<file path="src/rtl/uart_pkg.sv">
// Shared definitions for the UART transmit path.
//   - Default clock / line rate used to derive the bit divider.
//   - Frame geometry for 8N1: 8 data bits, 10 line bits per frame.
//   - Serializer state encoding.
package uart_pkg;

   localparam int CLK_FREQ_DEFAULT  = 50000000;
   localparam int BAUD_RATE_DEFAULT = 115200;

   localparam int DATA_BITS  = 8;
   localparam int FRAME_BITS = 10;  // start + 8 data + stop

   typedef enum logic {
      IDLE = 1'b0,
      SEND = 1'b1
   } state_t;

endpackage

</file>
<file path="src/rtl/uart_baud_tick.sv">
// Baud tick generator for the UART transmitter.
// Counts 0..BAUD_DIV-1 while enabled and emits a one-cycle tick when the
// count reaches BAUD_DIV-1. While disabled the counter is parked at 0 so the
// next frame always starts with a full-length first bit.
//
// Ports:
//   clk    in   system clock, rising edge
//   rst_n  in   synchronous reset, active HIGH despite the name
//   en     in   run enable (high while a frame is in flight)
//   tick   out  one-cycle pulse at the last cycle of each bit period
module uart_baud_tick #(
   parameter int BAUD_DIV = 434
) (
   input  logic clk,
   input  logic rst_n,
   input  logic en,
   output logic tick
);

   localparam int CW = (BAUD_DIV > 2) ? $clog2(BAUD_DIV) : 1;
   localparam logic [CW-1:0] CNT_LAST = CW'(BAUD_DIV - 1);

   logic [CW-1:0] cnt_q;
   logic [CW-1:0] cnt_d;
   logic          at_last;

   assign at_last = (cnt_q == CNT_LAST);
   assign tick    = en && at_last;

   always_comb begin
      cnt_d = '0;
      if (en) begin
         cnt_d = at_last ? '0 : cnt_q + CW'(1);
      end
   end

   always_ff @(posedge clk) begin
      if (rst_n) begin
         cnt_q <= '0;
      end else begin
         cnt_q <= cnt_d;
      end
   end

endmodule

</file>
<file path="src/rtl/uart_tx_serializer.sv">
// 8N1 UART transmitter.
// A start strobe in IDLE latches a byte and sends: start bit (0), 8 data
// bits LSB first, stop bit (1), each BAUD_DIV cycles long. A one-cycle done
// pulse marks the end of the stop bit; the line is already idle by then, and
// a new start in that same cycle is accepted so frames can run back to back.
//
// Handshake: i_tx_start is a level sampled on every clock edge; it is only
// acted on in IDLE, so strobes (held or repeated) during a frame are ignored.
// i_data is sampled only on the edge that accepts a start.
//
// Ports:
//   clk                   in   system clock, rising edge
//   rst_n                 in   synchronous reset, active HIGH despite the name
//   i_tx_start            in   start strobe
//   i_data[7:0]           in   byte to send
//   o_rs232_txd           out  serial line, idles high, registered
//   o_baudrate_tx_clk_en  out  high while a frame is in flight, registered
//   o_tx_done             out  one-cycle pulse at end of stop bit, registered
module uart_tx_serializer
   import uart_pkg::*;
#(
   parameter int CLK_FREQ  = CLK_FREQ_DEFAULT,
   parameter int BAUD_RATE = BAUD_RATE_DEFAULT,
   parameter int BAUD_DIV  = CLK_FREQ / BAUD_RATE
) (
   input  logic       clk,
   input  logic       rst_n,
   input  logic       i_tx_start,
   input  logic [7:0] i_data,
   output logic       o_rs232_txd,
   output logic       o_baudrate_tx_clk_en,
   output logic       o_tx_done
);

   localparam logic [3:0] LAST_BIT = 4'(FRAME_BITS - 1);

   state_t     state_q, state_d;
   logic [7:0] shift_q, shift_d;
   logic [3:0] bit_idx_q, bit_idx_d;
   logic       txd_q, txd_d;
   logic       en_q, en_d;
   logic       done_q, done_d;
   logic       tick;

   uart_baud_tick #(
      .BAUD_DIV (BAUD_DIV)
   ) u_baud_tick (
      .clk   (clk),
      .rst_n (rst_n),
      .en    (en_q),
      .tick  (tick)
   );

   always_comb begin
      state_d   = state_q;
      shift_d   = shift_q;
      bit_idx_d = bit_idx_q;
      txd_d     = txd_q;
      en_d      = en_q;
      done_d    = 1'b0;

      unique case (state_q)
         IDLE: begin
            txd_d = 1'b1;
            en_d  = 1'b0;
            if (i_tx_start) begin
               // Start bit goes out on the very next cycle; the baud counter
               // is already parked at 0 because the enable was low.
               state_d   = SEND;
               shift_d   = i_data;
               bit_idx_d = '0;
               txd_d     = 1'b0;
               en_d      = 1'b1;
            end
         end
         SEND: begin
            if (tick) begin
               if (bit_idx_q == LAST_BIT) begin
                  state_d   = IDLE;
                  bit_idx_d = '0;
                  txd_d     = 1'b1;
                  en_d      = 1'b0;
                  done_d    = 1'b1;
               end else begin
                  // Shift in ones from the top: after the 8 data bits have
                  // gone out the register is all ones, which supplies the
                  // stop bit without a separate mux leg.
                  bit_idx_d = bit_idx_q + 4'd1;
                  txd_d     = shift_q[0];
                  shift_d   = {1'b1, shift_q[7:1]};
               end
            end
         end
         default: begin
            state_d = IDLE;
         end
      endcase
   end

   always_ff @(posedge clk) begin
      if (rst_n) begin
         state_q   <= IDLE;
         shift_q   <= '0;
         bit_idx_q <= '0;
         txd_q     <= 1'b1;
         en_q      <= 1'b0;
         done_q    <= 1'b0;
      end else begin
         state_q   <= state_d;
         shift_q   <= shift_d;
         bit_idx_q <= bit_idx_d;
         txd_q     <= txd_d;
         en_q      <= en_d;
         done_q    <= done_d;
      end
   end

   assign o_rs232_txd          = txd_q;
   assign o_baudrate_tx_clk_en = en_q;
   assign o_tx_done            = done_q;

endmodule

</file>
<file path="config.mk">
export PLATFORM = sky130hd
export DESIGN_NAME = uart_tx_serializer
export DESIGN_NICKNAME = d
export VERILOG_FILES = /design/src/rtl/uart_pkg.sv /design/src/rtl/uart_baud_tick.sv /design/src/rtl/uart_tx_serializer.sv
export SDC_FILE = /design/constraint.sdc
export NUM_CORES = 1
export LEC_CHECK = 0
export CORE_MARGIN = 2
export CORE_UTILIZATION = 55
export DETAILED_ROUTE_END_ITERATION = 6
export PLACE_DENSITY_LB_ADDON = 0.05
export SYNTH_ARGS = -nofsm -noshare
export SYNTH_HDL_FRONTEND = slang
export SYNTH_SLANG_ARGS = --single-unit
</file>
<file path="constraint.sdc">
create_clock -name clk -period 3 [get_ports clk]
set_clock_uncertainty 0.05 [all_clocks]
set_input_delay 0.45 -clock clk [delete_from_list [all_inputs] [get_ports clk]]
set_output_delay 0.45 -clock clk [all_outputs]
set_load 0.1 [all_outputs]
</file>
==> results of run 1 <==
-- path summary, 6_finish.rpt --
kind	to	slack, ns	depth (start not counted)
max	shift_q[2]	0.84	4
min	u_baud_tick.cnt_q[0]	0.44	1
max reg2reg	shift_q[2]	0.84	4
min reg2reg	u_baud_tick.cnt_q[0]	0.44	1
-- state kept, by name, indices dropped and copies added (netlist names) --
signal / flops
o_rs232_txd: 1
bit_idx_q: 4
o_baudrate_tx_clk_en: 1
o_tx_done: 1
u_baud_tick.cnt_q: 9
state_q: 1
shift_q: 8
-- Yosys cell counts, types with 2 or more instances --
| cell | n |
|---|---|
| a21oi_1 | 4 |
| nor2_1 | 20 |
| xor2_1 | 3 |
| a211oi_1 | 7 |
| inv_1 | 2 |
| nand3_1 | 5 |
| nand4b_1 | 2 |
| dfxtp_1 | 25 |
| nand2_1 | 6 |
| mux2i_1 | 7 |
| ha_1 | 4 |
| clkbuf_1 | 2 |
| xnor2_1 | 5 |
| nor3_1 | 4 |
| or3_1 | 2 |
-- worst max-delay path: cells and delay by family (launching register included) --
kind / cells / cell delay, ns
compound gates: 2 / 1.00
flops: 1 / 0.80
simple gates: 2 / 0.21
-- metrics by stage --
stage / instance area (µm²) / total power [mW]
CTS: 1340 / 0.582
floorplan: 1190 / 0.409
global route: 1340 / 0.600
finish: 1340 / 0.575
detailed placement: 1320 / 0.432
global placement: 1320 / 0.431
-- cell type report --
| type | count | area (µm²) |
|---|---|---|
| multi-input combinational | 89 | 653 |
| clock buffer | 4 | 26.3 |
| sequential | 25 | 500 |
| inverter | 2 | 7.51 |
| tap | 27 | 33.8 |
| timing repair buffer | 13 | 123 |
| fill | 168 | 658 |
-- power by group --
| group | switching, mW | internal, mW | leakage [nW] |
|---|---|---|---|
| registers | 0.0125 | 0.344 | 0.204 |
| clock network | 0.0984 | 0.0520 | 0.0150 |
| logic | 0.0369 | 0.0310 | 0.316 |
-- layer usage --
layer / vias up / wire length (µm) / share of wire
li1: 452 / - / -
met5: - / 0 / 0
met1: 420 / 1040 / 0.50
met2: 19 / 910 / 0.44
met4: 0 / 31 / 0.015
met3: 4 / 87 / 0.042
-- cell families after synthesis --
kind of cell / count (synthesis) / synth area share
compound gates: 19 / 0.135
xor+xnor: 8 / 0.0589
fa+ha+maj: 4 / 0.0421
buf+inv: 7 / 0.0305
flops: 25 / 0.421
mux: 7 / 0.0589
simple gates: 51 / 0.254
==> reports/summary.log, run 1 <==
INFO  global_route   grt_use_met3=0.0357
INFO  timing         setup_ws=0.841ns
INFO  synth          netlist_top_cells_area=dfxtp_1 (42%), nor2_1 (6.3%), mux2i_1 (5.9%)
INFO  synth          seq_area_frac_synth=0.421
INFO  synth          async_flop_share=0
INFO  synth          synth_fp_nets=136
INFO  finish         areaGrowthSynthToFinish=12.9%
INFO  setup_path     cpPeakStageDelay=0.80ns
INFO  timing         post_route_worst_hold_slack=0.441ns
INFO  routing        post_dr_wirelength_cell=12.9µm
INFO  floorplan      die_w=50.5µm
INFO  clock_tree     clk_path_buf_depth=2
INFO  floorplan      fp.coreArea=0.00200mm²
INFO  timing         final-setup-viol-count=0
INFO  global_route   grt_overflow_total=0
INFO  floorplan      die_height=50.5µm
INFO  floorplan      fp.dieArea=0.00255mm²
INFO  clock_tree     cts_root_buffer=clkbuf_4
INFO  clock_tree     post_cts_buffers=0
INFO  routing        detail_route.drc_violations=0
INFO  synth          number_of_enable_type_register_cells_in_the_synthesized_netlist=0
INFO  clock_tree     cts-htree-levels=1
INFO  timing         rsz0062_at_grt=false
INFO  timing         hold_viol=0
INFO  routing        ant_nets=0
INFO  clock_tree     clk_transition_reported_paths=0.13ns
INFO  timing         period_utilisation_layout=0.720
INFO  global_route   antenna_found_initial=0
INFO  synth          ys_ff_latch=25
INFO  setup_path     critical_path_required=3.18ns
INFO  floorplan      fp-row-count=16
INFO  finish         post_route_cells_drive_above_1_share=0.105
INFO  clock_tree     cts_tree=done
INFO  setup_path     critical_path.max_fanout=15
INFO  global_route   pin_count_of_the_biggest_net_entering_global_routing=17
INFO  finish         final_util=0.671
INFO  finish         post_layout_cell_count=160
INFO  routing        wl=2070µm
INFO  floorplan      pin_count=14
INFO  clock_tree     clock_latency=0.32ns
INFO  timing         fin_crit=2.16ns
INFO  setup_path     critical_path_class=reg -> reg
INFO  synth          synth_top_area_frac=0.421
INFO  synth          mapped_cell_area=0.00119mm²
INFO  timing         fin_tns_setup=0ns
INFO  finish         final_common_cell=dfxtp_1
INFO  global_route   met2_usage=0.322
INFO  global_route   gr-max-usage-layer=met2
INFO  setup_path     start_kind=flip-flop
INFO  synth          syn_avg_cell_area=9.83µm²
INFO  routing        dr_total_vias=895
INFO  synth          count_of_distinct_cell_types_in_the_synthesized_netlist=38
INFO  timing         max_freq=463MHz
INFO  timing         worst_slew_pin_slew=0.732ns
INFO  placed_design  buffer_ports.inserted=13
INFO  clock_tree     clock-sinks=25
INFO  power_and_ir_drop static_power_due_to_leakage=0.535nW
INFO  routing        drt-pass1-iter-count=4
INFO  global_route   grt_pass1_wl=3820µm
INFO  min_path       worstHoldStart=u_baud_tick.cnt_q[0]
INFO  setup_path     r2r_start=state_q
INFO  synth          cell_type_contributing_the_most_total_cell_area_after_synthesis=dfxtp_1
INFO  setup_path     setup.worst_path.start=state_q
INFO  clock_tree     postCtsHoldBufs=0
INFO  placed_design  post-place-cells=156
INFO  status         result_of_the_run=finished clean
INFO  setup_path     arrival=2.34ns
INFO  synth          syn_inst=121
INFO  timing         drv_slew=0
INFO  min_path       worstHoldPathType=reg -> reg
INFO  power_and_ir_drop power_density=428mW/mm²
INFO  finish         diodes=0
INFO  job            maxCapViolations=0
INFO  placed_design  pre_cts_ws=0.874ns
INFO  routing        detail_route.iter0.violations=14
INFO  finish         layout.nets=149
INFO  setup_path     setup.worst_path.end_class=flip-flop
INFO  placed_design  gp_congestion=0.779
INFO  finish         most-common-layout-cells=dfxtp_1 (25), nor2_1 (20), clkdlybuf4s50_1 (10)
INFO  timing         maxSlewHeadroom=0.510
INFO  power_and_ir_drop ir_worst_vdd=0.264mV
INFO  global_route   track_usage=0.197
INFO  synth          synthesis.yosys.warnings=0
INFO  synth          synth_flop_cell=dfxtp_1
INFO  floorplan      start_util=0.594
INFO  setup_path     timing.critical_path.cells=nand2_4, o41ai_4, nor2_1, a211oi_1
INFO  routing        viasPerCell=5.59
INFO  placed_design  hpwlAfterDp=1490µm
INFO  global_route   first_global_vias=901
INFO  clock_tree     number_of_resized_instances_in_the_post_cts_repair_step=0
INFO  setup_path     crit_slowest_cell=dfxtp_1
INFO  clock_tree     cts_buffers=3
INFO  global_route   use_met1=0.245
Power figures use the tool's default switching activity.
==> run 2: changes to the inputs <==
- CORE_UTILIZATION: 55 -> 54
- clock period: 3 -> 2 ns (I/O delays scaled with it)
==> reports/summary.log, run 2 (synthesized netlist as in run 1, its figures left out) <==
INFO  status         result_of_the_run=finished clean
INFO  timing         hold_viol=0 [unchanged]
INFO  floorplan      pin_count=14 [unchanged]
INFO  setup_path     r2r_start=bit_idx_q[1]
INFO  finish         storage_cell_area=502µm² [+0.25%]
INFO  clock_tree     post_cts_buffers=0 [unchanged]
INFO  power_and_ir_drop static_power_due_to_leakage=0.553nW [+3.3%]
INFO  clock_tree     clock_latency=0.32ns [about the same]
INFO  setup_path     cpPeakStageDelay=0.39ns [-0.41 ns]
INFO  setup_path     worst-r2r-setup-slack=0.22ns [-0.62 ns]
INFO  finish         largest_registers=u_baud_tick.cnt_q (9), shift_q (8), bit_idx_q (4)
INFO  clock_tree     cts-htree-levels=1 [unchanged]
INFO  routing        viasPerCell=5.49 [-1.8%]
INFO  power_and_ir_drop power_density=621mW/mm² [+45%]
INFO  placed_design  buffer_ports.inserted=13 [unchanged]
INFO  power_and_ir_drop part_of_the_total_power_dissipated_in_combinational_logic=0.132 [+0.014]
INFO  floorplan      fp.dieArea=0.00259mm² [+1.7%]
INFO  finish         filler_cell_count=162 [-3.6%]
INFO  timing         drv_slew=0 [unchanged]
INFO  finish         max_reg_flops=9 [unchanged]
INFO  clock_tree     clock-sinks=25 [unchanged]
INFO  timing         rsz0062_at_grt=false
INFO  finish         most-common-layout-cells=dfxtp_1 (24), nor2_1 (20), clkdlybuf4s50_1 (10)
INFO  floorplan      fp.coreArea=0.00202mm² [+1.0%]
INFO  min_path       worstHoldStart=u_baud_tick.cnt_q[0]
INFO  timing         fin_crit=1.78ns [-0.376 ns]
INFO  timing         maxSlewHeadroom=0.766 [+0.256]
INFO  routing        wl=2140µm [+3.4%]
INFO  routing        post_dr_wirelength_cell=12.9µm [-0.36%]
INFO  finish         post_route_cells_drive_above_1_share=0.151 [+0.0458]
INFO  clock_tree     clk_path_buf_depth=2 [unchanged]
INFO  clock_tree     clk_transition_reported_paths=0.13ns [about the same]
INFO  placed_design  hpwlAfterDp=1530µm [+2.5%]
INFO  clock_tree     number_of_resized_instances_in_the_post_cts_repair_step=0 [unchanged]
INFO  timing         period_utilisation_layout=0.892 [+0.172]
INFO  power_and_ir_drop power_switching_share=0.252 [-0.00467]
INFO  finish         largest_register=u_baud_tick.cnt_q
INFO  timing         final-setup-viol-count=0 [unchanged]
INFO  global_route   pin_count_of_the_biggest_net_entering_global_routing=16 [-1]
INFO  routing        dr_total_vias=912 [+1.9%]
INFO  setup_path     critical_path.max_fanout=15 [unchanged]
INFO  setup_path     crit_slowest_cell=dfxtp_1
INFO  floorplan      fp-row-count=16 [unchanged]
INFO  power_and_ir_drop seq_power_share=0.613 [-0.008]
INFO  finish         final_common_cell=dfxtp_1
INFO  setup_path     critical_path_class=reg -> reg
INFO  power_and_ir_drop power_frac_clock=0.255 [-0.006]
INFO  power_and_ir_drop power_report.internal_total=0.646mW [+51%]
INFO  clock_tree     postCtsHoldBufs=0 [unchanged]
INFO  global_route   grt_pass1_wl=3780µm [-0.89%]
INFO  setup_path     start_kind=flip-flop
INFO  floorplan      start_util=0.588 [-0.00588]
INFO  finish         layout.nets=155 [+4.0%]
INFO  setup_path     r2r_cells=7 [+3]
INFO  global_route   antenna_found_initial=0 [unchanged]
INFO  global_route   first_global_vias=875 [-2.9%]
INFO  setup_path     timing.critical_path.cells=inv_1, ha_1, and3b_1, o41ai_4, buf_4, nor2_1, a211oi_1
INFO  routing        drt-pass1-iter-count=4 [unchanged]
INFO  floorplan      die_height=50.9µm [+0.85%]
INFO  finish         diodes=0 [unchanged]
INFO  routing        detail_route.iter0.violations=10 [-4]
INFO  routing        ant_nets=0 [unchanged]
INFO  setup_path     critical_path.reg2reg.endpoint=shift_q[5]
INFO  min_path       worstHoldPathType=reg -> reg
INFO  setup_path     critical_path_required=2.18ns [-1.00 ns]
INFO  setup_path     setup.worst_path.end_class=flip-flop
INFO  routing        detail_route.drc_violations=0 [unchanged]
INFO  min_path       worst_hold_path_cells=1 [unchanged]
INFO  power_and_ir_drop ir_worst_vdd=0.565mV [+110%]
INFO  global_route   track_usage=0.192 [-0.00530]
INFO  setup_path     arrival=1.97ns [-0.37 ns]
INFO  finish         areaGrowthSynthToFinish=16.8%
INFO  floorplan      die_w=50.9µm [+0.85%]
INFO  timing         worst_slew_pin_slew=0.348ns [-0.385 ns]
INFO  timing         fin_tns_setup=0ns [unchanged]
INFO  global_route   grt_overflow_total=0 [unchanged]
INFO  timing         max_freq=561MHz [+21%]
INFO  job            maxCapViolations=0 [unchanged]
INFO  min_path       destination_of_the_worst_hold_path=u_baud_tick.cnt_q[0]
INFO  power_and_ir_drop p_switching=0.218mW [+47%]
INFO  clock_tree     cts_buffers=3 [unchanged]
INFO  clock_tree     cts_root_buffer=clkbuf_4
INFO  clock_tree     cts_tree=done
INFO  timing         post_route_worst_hold_slack=0.436ns [-0.00515 ns]
INFO  placed_design  gp_congestion=0.799 [+2.6%]
INFO  finish         multi_input_comb_area=653µm² [unchanged]
run 2: power by group through the flow:
stage                     Clock (mW)  Sequential (mW)  Combinational [mW]
final                          0.220            0.529               0.114
after global routing           0.250            0.532               0.124
after CTS                      0.228            0.529               0.113
after detailed placement           0            0.540               0.112
after global placement             0            0.539               0.111
after floorplan                    0            0.559              0.0553
run 2: worst max-delay path by stage:
stage | from | endpoint | slack [ns] | cells past startpoint
after floorplan | o_baudrate_tx_clk_en | bit_idx_q[0] | 0.09 | 5
after global placement | bit_idx_q[1] | shift_q[5] | 0.16 | 6
final | bit_idx_q[1] | shift_q[5] | 0.22 | 7
after detailed placement | u_baud_tick.cnt_q[0] | shift_q[3] | 0.11 | 5
after global routing | bit_idx_q[1] | shift_q[5] | 0.04 | 7
after CTS | u_baud_tick.cnt_q[0] | shift_q[5] | 0.06 | 5
run 2: worst max-delay path, delay by kind of cell (launching register included):
family / cells / cell delay, ns
AO/OA/AOI/OAI: 2 / 0.49
buffers and inverters: 2 / 0.30
flip-flops: 1 / 0.39
AND/OR/NAND/NOR: 2 / 0.28
adder cells (fa/ha/maj): 1 / 0.19
run 2: through the flow:
step / power (mW) / utilization / instances / area, µm² / setup WS [ns]
CTS: 0.870 / 0.684 / 165 / 1380 / 0.0608
detailed placement: 0.652 / 0.671 / 161 / 1360 / 0.107
global placement: 0.650 / 0.671 / 161 / 1360 / 0.156
global route: 0.906 / 0.688 / 166 / 1390 / 0.0418
finish: 0.863 / 0.688 / 166 / 1390 / 0.217
floorplan: 0.614 / - / 121 / 1190 / 0.0900
run 2: metal layers:
| metal | track usage | wire (µm) | up-vias |
|---|---|---|---|
| li1 | - | - | 469 |
| met1 | 0.247 | 1070 | 424 |
| met2 | 0.314 | 956 | 14 |
| met3 | 0.0526 | 86 | 5 |
| met4 | 0.0541 | 25 | 0 |
| met5 | 0 | 0 | - |
run 2: final cells by class:
type                    instances  share of cell area
multi-input cells              89               0.470
flip-flops and latches         25               0.361
repair buffers                 19               0.121
well taps                      27              0.0243
clock buffers                   4              0.0189
inverters                       2             0.00540
==> run 3: changes to the inputs <==
- GPL_ROUTABILITY_DRIVEN: default -> 0
==> results of run 3 <==
The final DEF is identical to that of run 2; final timing and power are the same.
